===== src/rtl/oam_dma_arbiter_pkg.sv =====
`default_nettype none
// ============================================================================
//  Package  : oam_dma_arbiter_pkg
//  Purpose  : Shared constants, DMA state encoding and address helpers for
//             the OAM DMA arbiter and its sequencer.
//  Revision : 1.0 - initial release
// ============================================================================
package oam_dma_arbiter_pkg;

  localparam logic [15:0] MMIO_DMA        = 16'hFF46;
  localparam logic [15:0] MEM_OAM_START   = 16'hFE00;
  localparam logic [15:0] MEM_HRAM_START  = 16'hFF80;
  localparam logic [15:0] MEM_HRAM_END    = 16'hFFFE;
  localparam int          DMA_LEN_DEFAULT = 160;

  typedef enum logic [2:0] {
    DMA_IDLE  = 3'd0,
    DMA_START = 3'd1,
    DMA_RD    = 3'd2,
    DMA_RDW   = 3'd3,
    DMA_WR    = 3'd4,
    DMA_GAP   = 3'd5
  } dma_state_e;

  // Pages E0..FF are the echo of WRAM; read the real WRAM page instead.
  function automatic logic [7:0] dma_read_page(input logic [7:0] src_hi);
    return (src_hi >= 8'hE0) ? (src_hi - 8'h20) : src_hi;
  endfunction

  function automatic logic hram_hit(input logic [15:0] a);
    return (a >= MEM_HRAM_START) && (a <= MEM_HRAM_END);
  endfunction

endpackage
`default_nettype wire


===== src/rtl/oam_dma_seq.sv =====
`default_nettype none
// ============================================================================
//  Module   : oam_dma_seq
//  Purpose  : OAM DMA sequencer. Walks START -> (RD, RDW, WR, GAP) x DMA_LEN,
//             keeps the byte index and the read-data latch, and presents the
//             DMA-side bus request. A start strobe restarts from index 0 at
//             any point, abandoning the byte in flight.
//  Revision : 1.0 - initial release
// ============================================================================
module oam_dma_seq
  import oam_dma_arbiter_pkg::*;
#(
  parameter int          DMA_LEN   = DMA_LEN_DEFAULT,
  parameter int          START_DLY = 1,
  parameter logic [15:0] OAM_BASE  = MEM_OAM_START
) (
  input  logic        clk,
  input  logic        rst,
  input  logic        start_i,
  input  logic [7:0]  page_i,
  input  logic [7:0]  bus_din_i,
  output logic [15:0] dma_a_o,
  output logic [7:0]  dma_dout_o,
  output logic        dma_we_o,
  output logic        dma_re_o,
  output logic        dma_own_o,
  output logic        active_o
);

  localparam int         DLY_W    = (START_DLY > 1) ? $clog2(START_DLY) : 1;
  localparam int         DLY_LSTI = (START_DLY > 0) ? (START_DLY - 1) : 0;
  localparam logic [DLY_W-1:0] DLY_LAST = DLY_W'(DLY_LSTI);
  localparam logic [7:0] IDX_LAST = 8'(DMA_LEN - 1);

  dma_state_e       state_q, state_d;
  logic [7:0]       idx_q,   idx_d;
  logic [7:0]       latch_q, latch_d;
  logic [DLY_W-1:0] dly_q,   dly_d;

  // State, index, start-delay counter and data latch registers.
  always_ff @(posedge clk or posedge rst) begin
    if (rst) begin
      state_q <= DMA_IDLE;
      idx_q   <= 8'h00;
      latch_q <= 8'h00;
      dly_q   <= '0;
    end else begin
      state_q <= state_d;
      idx_q   <= idx_d;
      latch_q <= latch_d;
      dly_q   <= dly_d;
    end
  end

  // Next-state logic and DMA-side bus request; a start strobe overrides all.
  always_comb begin
    state_d    = state_q;
    idx_d      = idx_q;
    latch_d    = latch_q;
    dly_d      = dly_q;
    dma_a_o    = {page_i, idx_q};
    dma_dout_o = latch_q;
    dma_we_o   = 1'b0;
    dma_re_o   = 1'b0;
    dma_own_o  = 1'b0;

    case (state_q)
      DMA_IDLE: begin
      end
      DMA_START: begin
        if (dly_q == DLY_LAST) state_d = DMA_RD;
        else                   dly_d   = dly_q + 1'b1;
      end
      DMA_RD: begin
        dma_own_o = 1'b1;
        dma_re_o  = 1'b1;
        state_d   = DMA_RDW;
      end
      DMA_RDW: begin
        // Read data arrives one cycle after the read strobe.
        dma_own_o = 1'b1;
        latch_d   = bus_din_i;
        state_d   = DMA_WR;
      end
      DMA_WR: begin
        dma_own_o = 1'b1;
        dma_we_o  = 1'b1;
        dma_a_o   = OAM_BASE + {8'h00, idx_q};
        state_d   = DMA_GAP;
      end
      DMA_GAP: begin
        if (idx_q == IDX_LAST) begin
          state_d = DMA_IDLE;
        end else begin
          idx_d   = idx_q + 8'd1;
          state_d = DMA_RD;
        end
      end
      default: state_d = DMA_IDLE;
    endcase

    if (start_i) begin
      idx_d   = 8'h00;
      dly_d   = '0;
      state_d = (START_DLY == 0) ? DMA_RD : DMA_START;
    end
  end

  assign active_o = (state_q != DMA_IDLE);

endmodule
`default_nettype wire


===== src/rtl/oam_dma_arbiter.sv =====
`default_nettype none
// ============================================================================
//  Module   : oam_dma_arbiter
//  Purpose  : Owns the main bus between the CPU and the OAM DMA engine. Holds
//             the FF46 source-page register, stalls colliding CPU accesses and
//             muxes the DMA or CPU request onto the bus.
//  Config   : DMA_HRAM_PASS_EN - when defined, CPU accesses to FF80..FFFE
//             pass while DMA is active but not owning the bus.
//  Revision : 1.0 - initial release
// ============================================================================
module oam_dma_arbiter
  import oam_dma_arbiter_pkg::*;
#(
  parameter int          DMA_LEN   = DMA_LEN_DEFAULT,
  parameter int          START_DLY = 1,
  parameter logic [15:0] OAM_BASE  = MEM_OAM_START
) (
  input  logic        clk,
  input  logic        rst,
  input  logic [15:0] cpu_a,
  input  logic [7:0]  cpu_dout,
  input  logic        cpu_we,
  input  logic        cpu_re,
  output logic        cpu_stall,
  output logic [15:0] bus_a,
  output logic [7:0]  bus_dout,
  output logic        bus_we,
  output logic        bus_re,
  input  logic [7:0]  bus_din,
  output logic [7:0]  reg_dout,
  output logic        dma_active
);

  logic [7:0]  src_hi_q, src_hi_d;
  logic        ff46_sel;
  logic        ff46_wr;
  logic        cpu_allowed;
  logic [15:0] dma_a;
  logic [7:0]  dma_dout;
  logic        dma_we;
  logic        dma_re;
  logic        dma_own;

  assign ff46_sel = (cpu_a == MMIO_DMA);
  assign ff46_wr  = ff46_sel & cpu_we;
  assign src_hi_d = ff46_wr ? cpu_dout : src_hi_q;

  // Source page register, readable back at FF46.
  always_ff @(posedge clk or posedge rst) begin
    if (rst) src_hi_q <= 8'h00;
    else     src_hi_q <= src_hi_d;
  end

  assign reg_dout = src_hi_q;

  oam_dma_seq #(
    .DMA_LEN   (DMA_LEN),
    .START_DLY (START_DLY),
    .OAM_BASE  (OAM_BASE)
  ) u_seq (
    .clk        (clk),
    .rst        (rst),
    .start_i    (ff46_wr),
    .page_i     (dma_read_page(src_hi_q)),
    .bus_din_i  (bus_din),
    .dma_a_o    (dma_a),
    .dma_dout_o (dma_dout),
    .dma_we_o   (dma_we),
    .dma_re_o   (dma_re),
    .dma_own_o  (dma_own),
    .active_o   (dma_active)
  );

`ifdef DMA_HRAM_PASS_EN
  assign cpu_allowed = hram_hit(cpu_a) & ~dma_own;
`else
  assign cpu_allowed = 1'b0;
`endif

  assign cpu_stall = dma_active & (cpu_we | cpu_re) & ~cpu_allowed & ~ff46_sel;

  // Bus mux: DMA while it owns the bus, otherwise CPU with stalled strobes dropped.
  always_comb begin
    bus_a    = cpu_a;
    bus_dout = cpu_dout;
    bus_we   = cpu_we & ~cpu_stall;
    bus_re   = cpu_re & ~cpu_stall;
    if (dma_own) begin
      bus_a    = dma_a;
      bus_dout = dma_dout;
      bus_we   = dma_we;
      bus_re   = dma_re;
    end
  end

endmodule
`default_nettype wire


===== config.mk =====
export PLATFORM = sky130hd
export DESIGN_NAME = oam_dma_arbiter
export DESIGN_NICKNAME = d
export VERILOG_FILES = /design/src/rtl/oam_dma_arbiter_pkg.sv /design/src/rtl/oam_dma_seq.sv /design/src/rtl/oam_dma_arbiter.sv
export SDC_FILE = /design/constraint.sdc
export NUM_CORES = 1
export LEC_CHECK = 0
export CAP_MARGIN = 25
export CORE_MARGIN = 3
export CORE_UTILIZATION = 45
export CTS_CLUSTER_DIAMETER = 200
export CTS_CLUSTER_SIZE = 8
export DETAILED_ROUTE_END_ITERATION = 16
export DONT_BUFFER_PORTS = 1
export GPL_TIMING_DRIVEN = 0
export PLACE_DENSITY = 0.6
export SYNTH_ARGS = -nofsm -noshare
export SYNTH_HDL_FRONTEND = slang
export SYNTH_SLANG_ARGS = --single-unit

===== constraint.sdc =====
create_clock -name clk -period 2.4 [get_ports clk]
set_input_delay 0.36 -clock clk [delete_from_list [all_inputs] [get_ports clk]]
set_output_delay 0.36 -clock clk [all_outputs]
set_load 0.01 [all_outputs]

==> Yosys cells after proc, flatten, opt, wreduce, memory -nomap -nowiden <==
Cells that the tools add are included.
{ "totals": {"register_bits": 28, "out_inout_bits": 36, "elab_cells": 54, "inputBits": 36} }
{ "op_classes": {"bitwise_logic": 8, "reduce_logical": 7, "eq_ne": 10, "order_cmp": 1, "add_sub_neg": 4, "muxes": 19} }
{ "op_table": {"columns": ["cell", "n"], "rows": [
  ["$mux W8", 5],
  ["$mux W16", 2],
  ["$pmux W3 S6", 1],
  ["$eq A16 B16 Y1 const B", 1],
  ["$add A10 B9 Y11 const A", 1],
  ["$add A8 B1 Y8 const B", 1],
  ["$eq A8 B8 Y1 const B", 1],
  ["$ge A8 B8 Y1 const B", 1],
  ["$mux W1", 8],
  ["$sub A8 B6 Y8 const B", 1],
  ["$eq A3 B2 Y1 const B", 2],
  ["$eq A3 B3 Y1 const B", 2],
  ["$mux W3", 2],
  ["$and A1 B1 Y1", 5],
  ["$ne A2 B2 Y1 const B", 2],
  ["$reduce_and A2 Y1", 2],
  ["$reduce_bool A2 Y1", 2],
  ["$eq A3 B1 Y1 const B", 1],
  ["$logic_not A3 Y1", 1],
  ["$ne A3 B3 Y1 const B", 1],
  ["$reduce_bool A3 Y1", 1],
  ["$reduce_or A3 Y1", 1],
  ["$mux W2", 1],
  ["$not A1 Y1", 2],
  ["other kinds (2)", 2]
]} }

==> Longest topological paths before layout <==
Gate-level depths: netlist (run 1).
{ "logic_depth": {"word_depth": 6, "depth_mapped": 6, "depth_no_buf": 5} }

==> Cells and area by module <==
A second synthesis (run 1) with hierarchy kept.
{ "hier_totals": {"hier_cells": 157, "hier_area_um2": 1701.6} }
{ "by_module_without_submodules": {"columns": ["mod", "seq_area_each_um2", "cells_per_inst", "area_per_inst_um2", "instances"], "rows": [
  ["oam_dma_seq", 475.5, 90, 939.7, 1],
  ["oam_dma_arbiter", 200.2, 67, 762.0, 1]
]} }

==> Worst setup path before layout (run 1) <==
OpenSTA, ideal clock, no wires.
{ "synth_path": {"path_type": "input port to output port", "from": "input port cpu_a[4]", "to": "output port bus_we", "arrival_time_ps": 1758, "n_path_buf": 0, "setup_slack_ps": 282, "required_time_ps": 2040, "stages": 4, "cell_sequence": "or4b_4 -> nor4_4 -> nand2_4 -> o22ai_1"} }
{ "synth_between": {"elab_chain_cells": 6} }
{ "synth_rtl": {"columns": ["item", "line_no", "rtl"], "rows": [
  ["from (decl)", "oam_dma_arbiter.sv:20", "input logic [15:0] cpu_a,"],
  ["$eq A16 B16 Y1", "oam_dma_arbiter.sv:44", "assign ff46_sel = (cpu_a == MMIO_DMA);"],
  ["$not A1 Y1", "oam_dma_arbiter.sv:80", "assign cpu_stall = dma_active & (cpu_we | cpu_re) & ~cpu_allowed & ~ff46_sel;"],
  ["$and A1 B1 Y1", "oam_dma_arbiter.sv:80", null],
  ["$not A1 Y1", "oam_dma_arbiter.sv:86", "bus_we = cpu_we & ~cpu_stall;"],
  ["$and A1 B1 Y1", "oam_dma_arbiter.sv:86", null],
  ["$mux W1", "oam_dma_arbiter.sv:88", "if (dma_own) begin"],
  ["to (decl)", "oam_dma_arbiter.sv:27", "output logic bus_we,"]
]} }
No other way between the ends.

==> Worst setup path after layout (run 1) <==
{ "layout_path": {"from": "register u_seq.state_q[1]", "to": "output port bus_a[4]"} }
{ "layout_between": {"elab_chain_cells": 4, "word_cells_on_any_way": 7, "classes_between": "eq/ne: 3; mux: 3; reduce/logical: 1"} }
{ "layout_rtl": {"columns": ["item", "line_no", "rtl"], "rows": [
  ["from (decl)", "oam_dma_seq.sv:35", "dma_state_e state_q, state_d;"],
  ["from (signal assigned)", "oam_dma_seq.sv:48", "state_q <= state_d;"],
  ["$eq A3 B2 Y1 or $eq A3 B3 Y1 (tied branches)", "oam_dma_seq.sv:67", "case (state_q)"],
  ["$reduce_or A3 Y1 (no source line)", null, null],
  ["$mux W1", "oam_dma_seq.sv:67", null],
  ["$mux W16 *", "oam_dma_arbiter.sv:88", null],
  ["to (decl)", "oam_dma_arbiter.sv:25", "output logic [15:0] bus_a,"]
]} }
Mark *: on every way between the ends. The rest lies on a longest branch, timed or not.

==> results of run 1 <==
==> where the power goes <==
group          total [mW]  internal [mW]  switching, mW
clock network       0.276          0.118          0.158
logic                1.02          0.429          0.587
registers           0.657          0.576         0.0811
==> routing by layer <==
metal	global-route usage (%)	vias to the layer above
li1	-	632
met1	26.8	652
met2	30.7	57
met3	4.16	8
met4	6.58	0
met5	0	-
==> cells in the mapped netlist (2+ instances only) <==
cell type	n
a22oi_1	4
o211ai_1	2
and3_1	2
a21oi_1	5
o22ai_1	2
clkbuf_1	8
dfrtp_1	27
nand3_1	7
nor2_1	20
o2111ai_1	2
nand4_1	2
mux2_4	5
inv_1	5
mux2_2	25
nand2_1	7
ha_1	2
mux2i_1	2
a32oi_1	3
nor2b_1	2
nor3_1	2
xor2_1	5
o21ai_0	12
==> flip-flops by register name (all words and copies together), names as in the netlist <==
register          cells
reg_dout              8
u_seq.dma_dout_o      8
u_seq.idx_q           8
u_seq.state_q         3
==> path summary, 6_finish.rpt <==
check | start | end | cells after the start
worst max-delay path | u_seq.state_q[1] | bus_a[4] | 6
worst min-delay path | rst | reg_dout[5] | 1
worst max register to register | u_seq.state_q[0] | u_seq.idx_q[5] | 5
worst min register to register | u_seq.dma_dout_o[1] | u_seq.dma_dout_o[1] | 1
max in group asynchronous | rst | u_seq.dma_dout_o[7] | 2
min in group clk | cpu_dout[3] | reg_dout[3] | 1
==> metrics by stage <==
stage          instances  hold slack [ps]
2_1_floorplan        169              413
3_3_place_gp         215              484
3_5_place_dp         216              332
4_1_cts              221             25.1
5_1_grt              224             56.4
6_report             224             6.53
==> final cells by class <==
class,count,area [um^2],area share (%)
clock buffer,3,41.3,2.18
timing repair buffer,5,57.6,3.04
clock inverter,1,7.51,0.397
inverter,5,18.8,0.991
multi-input combinational,127,978,51.7
sequential,27,676,35.7
tap,46,57.6,3.04
buffer,10,56.3,2.97
==> cells by family (layout without fill, tap and decap cells) <==
family,after synthesis,after routing
muxes,32,32
AOI/OAI and AO/OA,34,34
adders and majority gates,2,2
and+or+nand+nor,53,53
buffers and inverters,15,24
DFF,27,27
xor gates and xnor gates,6,6
==> worst register-to-register path, stage by stage (launching register included) <==
cell and delay, ps:
dfrtp_1 330, clkbuf_1 310, and3b_1 320, o21ai_0 250, or4_1 520, a21oi_1 160
==> repair_timing <==
| action | CTS | global route |
|---|---|---|
| gates resized for setup | 5 | 1 |
| setup endpoints to repair | 17 | 11 |
| pin swaps | 0 | 1 |
| setup buffers | 1 | 3 |
==> reports/qor.yml, run 1 <==
run_status:
  outcome: "completed"
clock_tree:
  clk_latency_ps: 280
  cts_tree: "yes"
  cts_buffers: 3
  cts_buffer_depth: 2
  root_buffer: "clkbuf_8"
  cts_hold_buffers: 0
  cts_sinks: 27
  htree_levels: 1
  clkTransAtPathRegs_ps: 100
yosys:
  ys_ff_latch: 27
  yosys-top-cells-area: "dfrtp_1 40%, mux2_2 16%, mux2_4 4.4%"
  synth_cell_types: 40
  syn_area_per_cell_um2: 10.1
  muxShareOfSynthArea_pct: 22.0
  synth_cells: 169
  synth-edff-count: 0
  yosys.area_share.simple_pct: 17.3
  yosysWarnings: 0
  synth_compound_area_share_pct: 12.7
  synth_xor_area_share_pct: 3.07
  synth_fa_ha_area_share_pct: 1.46
  synth_top_family_by_area: "multiplexers"
  ys_seq_area_share_pct: 39.5
  synth_top_area_share_pct: 39.5
  synth_flop_cell: "dfrtp_1"
  synthesis.nets: 207
  synthArstFlopShare_pct: 100
  syn_area_um2: 1710
  synth_top_cell_by_area: "dfrtp_1"
global_routing:
  grt_max_degree: 17
  antenna_found_initial: 0
  grt_usage_pct: 19.6
  overflow: 0
  grt_pass1_wl_mm: 6.65
  grt_pass1_vias: 1353
drt:
  drt_drc_violations_left: 0
  via_per_inst: 6.02
  dr.max_layer_used: "met4"
  wl_met2_mm: 1.90
  drt-met1-wl_mm: 2.00
  vias: 1349
  postRouteWirelength_mm: 4.33
  drtIter0Drc: 95
  postRouteAntennaNets: 0
  wl_met3_um: 332
  wl_per_cell_um: 19.3
  first_pass_iters: 4
critical_path:
  crit_fanout: 9
  slowest_delay_ps: 380
  crit_family: "buffers and inverters"
  startpoint_type: "register"
  path_class: "reg -> out"
  rrSetupSlack_ps: 440
  path_cells: "clkbuf_1 -> nor2b_1 -> clkbuf_4 -> a21oi_4 -> buf_4 -> mux2_2"
  cp.arrival_ps: 1960
  cp_num_buf_inv: 3
  cp-end-kind: "primary output"
  slowest_stage: "mux2_2"
  cp_data_required_time_ps: 2040
timing:
  final_max_slew_viol_count: 0
  worst_pin_slew_ps: 562
  tns_ps: 0
  worst_slack_ps: 77.0
  finalSetupViolCount: 0
  fin_crit_sh_pct: 96.8
  slew_headroom_pct: 62.5
  timing.fmax_mhz: 430
  fin_crit_ps: 2320
  finClkSkew_ps: 5.41
  rsz0062_at_grt: "true"
  hold_violations: 0
power_and_ir_drop:
  peakVddDrop_v: 0.000537
  leakagePower_nw: 0.822
  power.total_mw: 1.95
  power_density_nw_per_um2: 1030
die:
  core-area_um2: 3490
  row_count: 21
  ios: 72
  dieArea_um2: 4570
  fp.dieW_um: 67.6
  die_y_um: 67.6
  start_util_pct: 48.9
layout:
  mostFrequentLayoutCell: "dfrtp_1"
  fill_cells: 332
  drive_gt1_share_pct: 27.0
  final_cell_mix: "27 x dfrtp_1, 25 x mux2_2, 20 x nor2_1"
  postLayoutCoreUtil_pct: 54.2
  layout.nets: 217
  diodes: 0
  area_growth_pct: 10.8
  fin_area_um2: 1890
placed_design:
  hpwlAfterDp_mm: 3.35
  postPlaceCellArea_um2: 1790
  place_congestion: 0.800
  dp_slack_ps: -122
  numPortBuffers: 0
flow_run:
  cap_violations: 0
hold_path:
  hp-class: "in -> async"
Power figures use the tool's default switching activity.
==> inputs of run 2 (changes only) <==
CORE_UTILIZATION = 39   (was 45)
PLACE_DENSITY = 0.53   (was 0.6)
==> run 2 against run 1 <==
Net effect: clock power about the same; die area increased by 14%; clock skew decreased by 4.1 ps; combinational power decreased by 5%; first-iteration DRC count decreased by 28%; non-clock buffer count decreased by 5; setup slack improved by 21 ps; flip-flop and latch count unchanged; count of clock-buffer cells in the layout increased by 1; sequential share of layout area increased by 0.43 points; worst hold slack improved by 210 ps; register-to-register slack got worse by 40 ps.
==> reports/qor.yml, run 2 (synthesized netlist as in run 1, its figures left out) <==
timing:
  fin_crit_ps: 2300  # was 2320 ps
  tns_ps: 0  # unchanged
  finalSetupViolCount: 0  # unchanged
  hold_violations: 0  # unchanged
  timing.fmax_mhz: 434  # was 430 MHz
  fin_crit_sh_pct: 95.9  # was 96.8%
  worst_slack_ps: 98.2  # was 77.0 ps
  slew_headroom_pct: 61.8  # was 62.5%
  worst_pin_slew_ps: 566  # was 562 ps
  rsz0062_at_grt: "false"  # was true
  finClkSkew_ps: 1.30  # was 5.41 ps
  final_max_slew_viol_count: 0  # unchanged
clock_tree:
  cts_tree: "yes"  # unchanged
  clkTransAtPathRegs_ps: 100  # about the same
  cts_sinks: 27  # unchanged
  htree_levels: 1  # unchanged
  cts_buffer_depth: 2  # unchanged
  cts_buffers: 3  # unchanged
  clk_latency_ps: 280  # about the same
  root_buffer: "clkbuf_8"  # unchanged
die:
  ios: 72  # unchanged
  fp.dieW_um: 72.2  # was 67.6 um
  row_count: 23  # was 21
  core-area_um2: 4120  # was 3490 um^2
  die_y_um: 72.2  # was 67.6 um
  dieArea_um2: 5210  # was 4570 um^2
  start_util_pct: 41.5  # was 48.9%
critical_path:
  cp-end-kind: "primary output"  # unchanged
  crit_fanout: 8  # was 9
  path_class: "in -> out"  # was reg -> out
  cp_data_required_time_ps: 2040  # about the same
  startpoint_type: "input pin"  # was register
  cp.arrival_ps: 1940  # was 1960 ps
placed_design:
  dp_slack_ps: -145  # was -122 ps
  numPortBuffers: 0  # unchanged
  place_congestion: 0.852  # was 0.800
  hpwlAfterDp_mm: 3.57  # was 3.35 mm
power_and_ir_drop:
  leakagePower_nw: 0.807  # was 0.822 nW
  power_density_nw_per_um2: 1040  # was 1030 nW/um^2
  peakVddDrop_v: 0.000352  # was 0.000537 V
  power.total_mw: 1.95  # about the same
global_routing:
  grt_usage_pct: 18.0  # was 19.6%
  grt_max_degree: 20  # was 17
  grt_pass1_wl_mm: 7.21  # was 6.65 mm
  overflow: 0  # unchanged
  grt_pass1_vias: 1408  # was 1353
  antenna_found_initial: 0  # unchanged
run_status:
  outcome: "completed"  # unchanged
drt:
  drt_drc_violations_left: 0  # unchanged
  drtIter0Drc: 68  # was 95
  via_per_inst: 6.17  # was 6.02
  postRouteAntennaNets: 0  # unchanged
  wl_per_cell_um: 20.9  # was 19.3 um
  first_pass_iters: 4  # unchanged
  postRouteWirelength_mm: 4.66  # was 4.33 mm
  vias: 1376  # was 1349
layout:
  diodes: 0  # unchanged
  area_growth_pct: 9.44  # was 10.8%
  layout.nets: 212  # was 217
  final_cell_mix: "27 x dfrtp_1, 25 x mux2_2, 20 x nor2_1"  # unchanged
  mostFrequentLayoutCell: "dfrtp_1"  # unchanged
  drive_gt1_share_pct: 25.4  # was 27.0%
hold_path:
  hp-class: "in -> reg"  # was in -> async
flow_run:
  cap_violations: 0  # unchanged
## run 2: path summary, 6_finish.rpt
path                       slack [ps]                start             endpoint  cells past startpoint
setup / recovery                  100             cpu_a[4]               bus_we                      4
hold reg to reg                   520  u_seq.dma_dout_o[1]  u_seq.dma_dout_o[1]                      1
max in group asynchronous        1440                  rst     u_seq.state_q[2]                      3
setup reg to reg                  400     u_seq.state_q[2]       u_seq.idx_q[5]                      5
hold / removal                    220          cpu_dout[1]          reg_dout[1]                      1
min in group asynchronous         510                  rst       u_seq.idx_q[3]                      2
## run 2: worst max-delay path, cell delays in order
cell     delay [ps]
or4b_4          540
nor4_4          530
nand2_4         190
o22ai_1         320
## run 2: what timing repair did
item,in CTS,in global routing
hold endpoints to repair,8,0
gates resized for setup,4,1
setup endpoints to repair,17,17
hold buffers,1,0
buffers inserted,1,0
## run 2: stage by stage
step | cell area (um^2) | std cells | util, % | hold slack (ps)
final | 1870 | 223 | 45.5 | 217
after CTS | 1870 | 225 | 45.5 | 217
after global routing | 1870 | 223 | 45.5 | 206
after global placement | 1770 | 219 | 43.1 | 484
after detailed placement | 1800 | 220 | 43.7 | 287
after floorplan | 1710 | 169 | - | 413
## run 2: routing by layer
metal  GRT usage (%)  routed length [um]  part of all wire [%]  vias up
met5               0                   0                     0        -
met4            6.26                  74                   1.6        0
met3            5.54                 375                   8.1        7
met2            27.9                2150                    46       67
met1            23.7                2060                    44      680
li1                -                   -                     -      622
## run 2: cell type report
| cell class | count | area (um^2) |
|---|---|---|
| Timing Repair Buffer | 3 | 45.0 |
| Sequential cell | 27 | 676 |
| Multi-Input combinational cell | 127 | 986 |
| Buffer | 7 | 37.5 |
| Fill cell | 405 | 2240 |
| Inverter | 5 | 18.8 |
| Clock buffer | 4 | 45.0 |
| Tap cell | 50 | 62.6 |
## run 2: where the power goes
group	switching, mW	leakage (nW)	total, mW	internal, mW
clock network	0.159	0.0228	0.279	0.120
registers	0.117	0.336	0.693	0.576
logic	0.557	0.447	0.973	0.416
total	0.833	0.807	1.95	1.11
==> inputs of run 3 (changes only) <==
CTS_BUF_LIST = sky130_fd_sc_hd__clkbuf_2   (was default)
clock period = 2.2 ns   (was 2.4 ns; I/O delays follow)
==> run 3 against run 2 <==
Net effect: first-iteration DRC count increased by 12%; worst hold slack got worse by 150 ps; die area unchanged; critical path type is now reg -> out; largest power group unchanged.
==> reports/qor.yml, run 3 (synthesized netlist as in run 1, its figures left out) <==
drt:
  first_pass_iters: 4  # unchanged
  drtIter0Drc: 76  # was 68
  drt_drc_violations_left: 0  # unchanged
  wl_per_cell_um: 20.6  # was 20.9 um
  postRouteAntennaNets: 0  # unchanged
  postRouteWirelength_mm: 4.75  # was 4.66 mm
  via_per_inst: 6.15  # was 6.17
  vias: 1414  # was 1376
timing:
  finClkSkew_ps: 2.86  # was 1.30 ps
  hold_violations: 0  # unchanged
  finalSetupViolCount: 0  # unchanged
  rsz0062_at_grt: "true"  # was false
  fin_crit_ps: 2130
  worst_pin_slew_ps: 567  # was 566 ps
  timing.fmax_mhz: 468
  fin_crit_sh_pct: 97.0
  slew_headroom_pct: 61.8  # about the same
  final_max_slew_viol_count: 0  # unchanged
  worst_slack_ps: 65.3  # was 98.2 ps
layout:
  final_cell_mix: "25 x mux2_2, 24 x dfrtp_1, 19 x nor2_1"  # was 27 x dfrtp_1, 25 x mux2_2, 20 x nor2_1
  fill_cells: 404  # was 405
  fin_cells: 230  # was 223
  diodes: 0  # unchanged
  layout.nets: 219  # was 212
  fin_area_um2: 1910  # was 1870 um^2
  drive_gt1_share_pct: 32.2  # was 25.4%
  area_growth_pct: 11.9  # was 9.44%
  mostFrequentLayoutCell: "mux2_2"  # was dfrtp_1
hold_path:
  hp-class: "in -> reg"  # unchanged
placed_design:
  hpwlAfterDp_mm: 3.57  # unchanged
  place_congestion: 0.852  # unchanged
  dp_slack_ps: -315  # was -145 ps
  numPortBuffers: 0  # unchanged
  dp_cells: 220  # unchanged
  postPlaceCellArea_um2: 1800  # unchanged
critical_path:
  slowest_stage: "dfrtp_2"  # was or4b_4
  startpoint_type: "register"  # was input pin
  cp-end-kind: "primary output"  # unchanged
  cp.arrival_ps: 1800  # was 1940 ps
  crit_fanout: 9  # was 8
  slowest_delay_ps: 510  # was 540 ps
  path_class: "reg -> out"  # was in -> out
  path_cells: "nor2b_4 -> a21oi_4 -> buf_4 -> mux2_2"  # was or4b_4 -> nor4_4 -> nand2_4 -> o22ai_1
  cp_data_required_time_ps: 1870  # was 2040 ps
global_routing:
  grt_pass1_vias: 1416  # was 1408
  antenna_found_initial: 0  # unchanged
  grt_max_degree: 20  # unchanged
  grt_pass1_wl_mm: 7.31  # was 7.21 mm
  overflow: 0  # unchanged
  grt_usage_pct: 18.0  # about the same
clock_tree:
  cts_tree: "yes"  # unchanged
  cts_buffers: 3  # unchanged
  cts_sinks: 27  # unchanged
  root_buffer: "clkbuf_2"  # was clkbuf_8
  cts_buffer_depth: 2  # unchanged
  clk_latency_ps: 370  # was 280 ps
  clkTransAtPathRegs_ps: 260  # was 100 ps
  htree_levels: 1  # unchanged
die:
  row_count: 23  # unchanged
  ios: 72  # unchanged
  die_y_um: 72.2  # unchanged
  core-area_um2: 4120  # unchanged
  dieArea_um2: 5210  # unchanged
  fp.dieW_um: 72.2  # unchanged
  start_util_pct: 41.5  # unchanged
power_and_ir_drop:
  leakagePower_nw: 0.842  # was 0.807 nW
  peakVddDrop_v: 0.000454  # was 0.000352 V
  power_density_nw_per_um2: 1100  # was 1040 nW/um^2
flow_run:
  cap_violations: 0  # unchanged
run_status:
  outcome: "completed"  # unchanged
-- run 3: changes by cell type in the layout (fill, tap and decap cells not counted) --
cell | previous run | this run
buf_4 | 2 | 9
clkbuf_2 | 0 | 5
clkbuf_1 | 6 | 3
clkbuf_8 | 3 | 0
dfrtp_1 | 27 | 24
dfrtp_2 | 0 | 3
buf_6 | 1 | 2
nor2_1 | 20 | 19
nor2_2 | 0 | 1
o21ai_0 | 12 | 11
o21ai_1 | 0 | 1
-- run 3: report_power, final --
part           leakage (nW)  internal [mW]  switching (mW)
Clock                0.0166         0.0479           0.157
Combinational         0.493          0.513           0.625
Sequential            0.333          0.633           0.133
Total                 0.842           1.19           0.915
-- run 3: per-stage QoR --
step                      setup TNS [ps]  utilization, %  total power [mW]  hold slack (ps)
after floorplan                        0               -              1.57              383
after global placement             -3120            43.1              1.76              479
after detailed placement           -3120            43.7              1.78              257
after CTS                              0            45.8              2.07             48.4
after global routing                -319            46.5              2.26             34.2
final                                  0            46.5              2.11             70.0
-- run 3: routing by layer --
layer  routed length (um)  vias to the layer above  part of all wire (%)  GRT usage [%]
li1                     -                      638                     -              -
met1                 2090                      707                    44           24.4
met2                 2250                       65                    47           28.5
met3                  384                        4                   8.1           5.12
met4                   22                        0                  0.46           4.38
met5                    0                        -                     0              0
-- run 3: final cells by class --
class / instances / area (um^2) / area share [%]
inverter: 5 / 18.8 / 0.981
buffer: 6 / 38.8 / 2.03
clock buffer: 4 / 20.0 / 1.05
multi-input combinational: 127 / 988 / 51.7
sequential: 27 / 679 / 35.5
timing repair buffer: 11 / 105 / 5.49
tap: 50 / 62.6 / 3.27
-- run 3: timing repair --
action / CTS / global route
setup buffers: 6 / 3
resized for setup: 10 / 3
endpoints found under the hold margin: 8 / 0
pin swaps: 1 / 0
setup endpoints to repair: 25 / 20
hold buffers: 1 / 0
-- run 3: path summary, 6_finish.rpt --
| kind | startpoint | end | slack (ps) | cells after the start |
|---|---|---|---|---|
| setup reg to reg | u_seq.state_q[1] | u_seq.idx_q[5] | 240 | 5 |
| setup / recovery | u_seq.state_q[1] | bus_a[0] | 70 | 4 |
| min in group asynchronous | rst | u_seq.idx_q[3] | 360 | 2 |
| max in group asynchronous | rst | u_seq.state_q[2] | 1390 | 3 |
| hold reg to reg | u_seq.dma_dout_o[0] | u_seq.dma_dout_o[0] | 550 | 1 |
| hold / removal | cpu_dout[5] | reg_dout[5] | 70 | 2 |
-- run 3: worst max-delay path, delay by kind of cell, from the launching register on --
family                 cells  cell delay (ps)
AND/OR/NAND/NOR            1              180
AO/OA/AOI/OAI              1              160
flip-flops                 1              510
buffers and inverters      1              200
multiplexers               1              380
